### config.mk
export PLATFORM = sky130hd
export DESIGN_NAME = ram1i1o_strm
export DESIGN_NICKNAME = d
export VERILOG_FILES = /design/src/rtl/ram1i1o_strm_pkg.sv /design/src/rtl/ram1i1o_strm_oreg.sv /design/src/rtl/ram1i1o_strm.sv
export SDC_FILE = /design/constraint.sdc
export NUM_CORES = 1
export LEC_CHECK = 0
export CAP_MARGIN = 15
export CORE_ASPECT_RATIO = 1.75
export CORE_MARGIN = 2
export CORE_UTILIZATION = 42
export DETAILED_ROUTE_END_ITERATION = 16
export GPL_ROUTABILITY_DRIVEN = 0
export PLACE_DENSITY = 0.81
export SLEW_MARGIN = 20
export SYNTH_ARGS = -nofsm -noshare
export SYNTH_HDL_FRONTEND = slang
export SYNTH_HIERARCHICAL = 1
export SYNTH_SLANG_ARGS = --single-unit
### constraint.sdc
create_clock -name clk_i -period 2.35 [get_ports clk_i]
set_input_delay 0.5875 -clock clk_i [delete_from_list [all_inputs] [get_ports clk_i]]
set_output_delay 0.5875 -clock clk_i [all_outputs]
set_load 0.01 [all_outputs]
### src/rtl/ram1i1o_strm_pkg.sv
// Shared encodings and helpers for the ram1i1o streaming access engine.
package ram1i1o_strm_pkg;

    typedef enum logic [1:0] {
        ST_IDLE = 2'd0,
        ST_READ = 2'd1,
        ST_FILL = 2'd2
    } state_e;

    localparam logic OP_READ = 1'b0;
    localparam logic OP_FILL = 1'b1;

    function automatic int clog2(input int n);
        int r;
        r = 0;
        for (int b = 0; b < 31; b++) begin
            if ((1 << b) < n) r = b + 1;
        end
        return r;
    endfunction

endpackage

### src/rtl/ram1i1o_strm_oreg.sv
// One-entry valid/ready output register for the read stream.
// Handshake: a word transfers on any edge where stb & rdy; while stb & ~rdy,
// stb and dout hold. load may refill in the same cycle a word is consumed.
module ram1i1o_strm_oreg #(
    parameter int DW = 32
) (
    input  logic          clk,
    input  logic          rst_n,
    input  logic          clr,
    input  logic          load,
    input  logic [DW-1:0] din,
    input  logic          rdy,
    output logic          stb,
    output logic [DW-1:0] dout
);

    always_ff @(posedge clk or negedge rst_n) begin
        if (!rst_n) begin
            stb  <= 1'b0;
            dout <= '0;
        end else if (clr) begin
            stb <= 1'b0;
        end else if (load) begin
            stb  <= 1'b1;
            dout <= din;
        end else if (stb && rdy) begin
            stb <= 1'b0;
        end
    end

endmodule

### src/rtl/ram1i1o_strm.sv
// Command sequencer driving a ram1i1o: streams a run of words out on a
// valid/ready port, or fills a run of words with a constant.
module ram1i1o_strm
    import ram1i1o_strm_pkg::*;
#(
    parameter int SZ = 2,
    parameter int DW = 32,
    localparam int AW = clog2(SZ)
) (
    input  logic          rst_i,
    input  logic          clk_i,
    input  logic          cmd_stb_i,
    output logic          cmd_rdy_o,
    input  logic          cmd_op_i,
    input  logic [AW-1:0] cmd_addr_i,
    input  logic [AW:0]   cmd_len_i,
    input  logic [DW-1:0] cmd_data_i,
    input  logic          abort_i,
    output logic          ram_we_o,
    output logic [AW-1:0] ram_addr_o,
    output logic [DW-1:0] ram_i_o,
    input  logic [DW-1:0] ram_o_i,
    output logic          dat_stb_o,
    input  logic          dat_rdy_i,
    output logic [DW-1:0] dat_o,
    output logic          done_o
);

    localparam logic [AW:0]   CNT_ONE  = 1;
    localparam logic [AW-1:0] ADDR_ONE = 1;
    localparam logic [AW-1:0] ADDR_TOP = AW'(SZ - 1);

    // state is the debug-visible FSM register (typed state_e).
    state_e        state, state_nx;
    logic [AW-1:0] addr_q, addr_nx, addr_inc;
    logic [AW:0]   len_q, len_nx, cnt_q, cnt_nx;
    logic [DW-1:0] data_q, data_nx;
    logic          done_q, done_nx;
    logic          free, load, clr;

    // Explicit compare keeps the wrap correct for non-power-of-two depths.
    assign addr_inc = (addr_q == ADDR_TOP) ? '0 : addr_q + ADDR_ONE;
    assign free     = !dat_stb_o || dat_rdy_i;
    assign load     = (state == ST_READ) && !abort_i && free && (cnt_q < len_q);
    assign clr      = (state != ST_IDLE) && abort_i;

    always_ff @(posedge clk_i or negedge rst_i) begin
        if (!rst_i) begin
            state  <= ST_IDLE;
            addr_q <= '0;
            len_q  <= '0;
            cnt_q  <= '0;
            data_q <= '0;
            done_q <= 1'b0;
        end else begin
            state  <= state_nx;
            addr_q <= addr_nx;
            len_q  <= len_nx;
            cnt_q  <= cnt_nx;
            data_q <= data_nx;
            done_q <= done_nx;
        end
    end

    always_comb begin
        state_nx = state;
        addr_nx  = addr_q;
        len_nx   = len_q;
        cnt_nx   = cnt_q;
        data_nx  = data_q;
        done_nx  = 1'b0;
        case (state)
            ST_IDLE: begin
                if (cmd_stb_i) begin
                    addr_nx = cmd_addr_i;
                    len_nx  = cmd_len_i;
                    data_nx = cmd_data_i;
                    cnt_nx  = '0;
                    if (cmd_len_i == '0)        done_nx  = 1'b1;
                    else if (cmd_op_i == OP_FILL) state_nx = ST_FILL;
                    else                          state_nx = ST_READ;
                end
            end
            ST_FILL: begin
                if (abort_i) begin
                    state_nx = ST_IDLE;
                    done_nx  = 1'b1;
                end else begin
                    addr_nx = addr_inc;
                    cnt_nx  = cnt_q + CNT_ONE;
                    if (cnt_q == len_q - CNT_ONE) begin
                        state_nx = ST_IDLE;
                        done_nx  = 1'b1;
                    end
                end
            end
            ST_READ: begin
                if (abort_i) begin
                    state_nx = ST_IDLE;
                    done_nx  = 1'b1;
                end else begin
                    if (load) begin
                        addr_nx = addr_inc;
                        cnt_nx  = cnt_q + CNT_ONE;
                    end
                    // Retire once the final word leaves the output register.
                    if (dat_stb_o && dat_rdy_i && (cnt_q == len_q)) begin
                        state_nx = ST_IDLE;
                        done_nx  = 1'b1;
                    end
                end
            end
            default: state_nx = ST_IDLE;
        endcase
    end

    ram1i1o_strm_oreg #(.DW(DW)) u_oreg (
        .clk   (clk_i),
        .rst_n (rst_i),
        .clr   (clr),
        .load  (load),
        .din   (ram_o_i),
        .rdy   (dat_rdy_i),
        .stb   (dat_stb_o),
        .dout  (dat_o)
    );

    assign cmd_rdy_o  = (state == ST_IDLE);
    assign ram_we_o   = (state == ST_FILL);
    assign ram_addr_o = addr_q;
    assign ram_i_o    = data_q;
    assign done_o     = done_q;

endmodule

==> key figures <==
Timing
  – Fin crit share: a little over nine tenths
  – Clock Skew: about 0.0063 ns
  – Max Clock Freq: between 400 and 500 MHz
  – Final setup violation count: 0
  – Least-Margin Pin Slew: roughly 0.51 ns
  – Pins over their slew limit: 0
  – RSZ-0062 raised after global routing: no
  – Final hold violation count: 0
  – Worst Slack Setup Final: around 0.11 ns
  – Hold_ws: 0.2218 ns
  – Slew margin rel.: 66.09%
  – Setup TNS: 0 ns
  – Final Critical Period: around 2.2 ns

Worst setup path
  – Crit Path Max Fanout: 6
  – Buffers & Inverters on Critical Path: 2
  – Nature of the critical path endpoint: primary output
  – Startpoint types: flip-flop
  – Crit path largest cell delay: between 0.5 and 0.6 ns
  – Crit path cell chain: inv_1 -> ha_2 -> clkdlybuf4s50_1
  – Reg2Reg Launch Point: cnt_q[1]$_DFFE_PN0P_
  – Worst r2r dst: u_oreg/dout[27]$_DFFE_PN0P_
  – Kind of critical path: reg -> out
  – Crit path DAT: ~1.7 ns
  – Crit path max-delay cell type: clkdlybuf4s50_1
  – Worst r2r path cells: 7
  – Critical Path RT: ~1.8 ns
  – Worst reg2reg setup slack: 0.22 ns
  – Crit path max-delay family: buffers and inverters

Die
  – Std-Cell Rows: around 40
  – Core area: 0.007233 mm^2
  – IO Pins: approximately 140
  – Die ar.: 0.008256 mm^2
  – Die Span X: between 60 and 70 um
  – Die Span Y: around 120 um
  – Initial cell density of the core: 43.66%

Finish
  – Net count, final: between 400 and 500
  – Fill count: 509
  – Share of cells above drive strength 1: around 27%
  – Layout area overhead: 57.57%
  – Ant diodes: 0

Synthesis
  – Post-synth cell types: 30
  – Cell with the most instances after synthesis: dfrtp_1
  – EDFF count, synth: 0
  – Syn Inst Count: between 150 and 200
  – Seq/Total Area, Yosys: between 50 and 60%
  – Net count after synthesis: 273
  – Top cells by count, synth: 73 x dfrtp_1, 37 x mux2_2, 30 x mux2_4, 8 x inv_1, 6 x ha_1
  – Top-area cell type share of the netlist area: between 50% and 60%
  – Syn_area_per_cell: between 15 and 20 um^2
  – Leading area contributor after synthesis: dfrtp_1
  – Seq cells post-synth: 73
  – Main area contributors after synthesis: dfrtp_1 58%, mux2_4 14%, mux2_2 13%
  – Ys flop type: dfrtp_1
  – Yosys Warn Count: 6
  – Async set-reset flop share out of synthesis: 100.0%
  – Post-Syn Area: approximately 0.0032 mm^2

Place
  – Pre-CTS WS: -0.09437 ns
  – Detailed Place HPWL: about 5700 um
  – Port bufs: about 140

Route
  – DRC violations left: 0
  – Detailed Route WL: between 7000 and 8000 um
  – Routed Antenna Nets: 0
  – Detailed Routing Iterations Pass 1: 4
  – WL/cell: 17.22 um
  – Vias: between 2000 and 2500
  – Via density: ~5
  – Drt initial violations: approximately 80

Pwr
  – Post-route total power: 6.727 mW
  – Maximum vdd drop: between 700 and 800 uV
  – LEAKAGE: 2.136 nW
  – Power per cell area: 1352 mW/mm^2

GRT
  – Largest net degree at the start of global routing: 39
  – Vias in the first global route: roughly 2300
  – Total global routing overflow: 0
  – Tot GR Track Use: a little under a fifth
  – Initial antenna violation count: 0
  – First-pass GRT wire length: 11900 um

Clock network
  – Hold buffers post-CTS: 0
  – Clk buf depth: 2
  – CTS clk-pin slew, worst paths: 0.06 ns
  – Clk Latency, worst-skew pair: approximately 0.33 ns
  – Clock Sinks: 73
  – Cts bufs inserted: 9
  – CTS tree: done
  – Root Buffer: clkbuf_16
  – Level count of the clock H-tree: 3

Flow run
  – Max-cap violations: 0

Outcome
  – Status: finished, final reports clean

Hold path
  – Hold Path Class: in -> async
cells in the final DEF (no fill, tap or decap), types with 2 or more instances in the layout:
| cell | instances |
|---|---|
| mux2_4 | 30 |
| inv_1 | 8 |
| o211ai_1 | 2 |
| dfrtp_1 | 73 |
| and2_1 | 2 |
| ha_1 | 5 |
| o2bb2ai_1 | 2 |
| nor2_1 | 3 |
| clkbuf_16 | 9 |
| clkbuf_8 | 2 |
| mux2i_1 | 2 |
| nor2b_4 | 2 |
| nand2b_1 | 2 |
| nor2b_1 | 3 |
| mux2_2 | 37 |
| buf_4 | 6 |
| clkdlybuf4s50_1 | 140 |
| buf_12 | 2 |
| a21oi_1 | 2 |
sequential cells by signal (all words and copies together), names as in the netlist:
register and flops:
len_q 2, done_o 1, ram_addr_o 1, u_oreg/stb 1, cnt_q 2, ram_i_o 32
state 2, u_oreg/dout 32
worst reg2reg max path: stages, from the launching register on:
cell and delay, ns:
dfrtp_1 0.42, ha_1 0.31, nor2b_1 0.17, nor4_1 0.15, and2_1 0.18, nor2b_4 0.18, buf_12 0.21, mux2_2 0.37
layer usage:
layer	vias to the layer above	wire length, um	track usage, %	share of wire (%)
li1	985	-	-	-
met1	1074	2689	19.25	36
met2	70	4331	35.52	58
met3	15	326	4.774	4.3
met4	0	177	8.578	2.4
met5	-	0	0	0
logic make-up (layout without fill, tap and decap cells):
group / after synthesis / count (layout) / share of synthesized area (%)
AND/OR/NAND/NOR: 19 / 19 / 4.041
flip-flops: 73 / 73 / 57.84
buffers and inverters: 15 / 172 / 3.685
AO/OA/AOI/OAI: 11 / 11 / 3.249
adder cells (fa/ha/maj): 6 / 6 / 2.377
multiplexers: 69 / 69 / 28.09
XOR/XNOR: 1 / 1 / 0.7131
through the flow:
step           instances  util (%)  area (um^2)
4_1_cts              437     68.76         4974
2_1_floorplan        194         -         3158
3_5_place_dp         421     64.50         4666
3_3_place_gp         421     64.50         4666
5_1_grt              437     68.79         4976
6_report             437     68.79         4976
what timing repair did:
item	4_1_cts	5_1_grt
endpoints found under the hold margin	0	0
endpoints found under the setup margin	0	1
resized for setup	0	1
setup buffers	0	0
how the worst max path moves through the flow:
stage / depth (start not counted) / slack, ns / endpoint / startpoint
detailed placement: 7 / -0.09 / u_oreg/dout[27]$_DFFE_PN0P_ / dat_rdy_i
CTS: 3 / 0.05 / cmd_rdy_o / state[1]$_DFFE_PN0P_
floorplan: 8 / 0.41 / u_oreg/dout[0]$_DFFE_PN0P_ / cnt_q[1]$_DFFE_PN0P_
global placement: 7 / -0.09 / u_oreg/dout[27]$_DFFE_PN0P_ / dat_rdy_i
finish: 3 / 0.11 / cmd_rdy_o / state[0]$_DFFE_PN0P_
global route: 3 / 0.05 / cmd_rdy_o / state[1]$_DFFE_PN0P_
area by class of cell:
class	instances	area [um^2]	area share [%]
clock buffers	12	256.5	5.155
multi-input cells	106	1217	24.47
repair buffers	148	1486	29.87
clock inverters	4	51.30	1.031
well taps	86	107.6	2.162
inverters	8	30.03	0.6035
flip-flops and latches	73	1827	36.71
power breakdown:
group	internal (mW)	leakage [nW]	switching (mW)
combinational	2.00	1.11	1.10
sequential	1.88	0.875	0.360
clock	0.879	0.149	0.503
(Power assumes the default switching activity.)
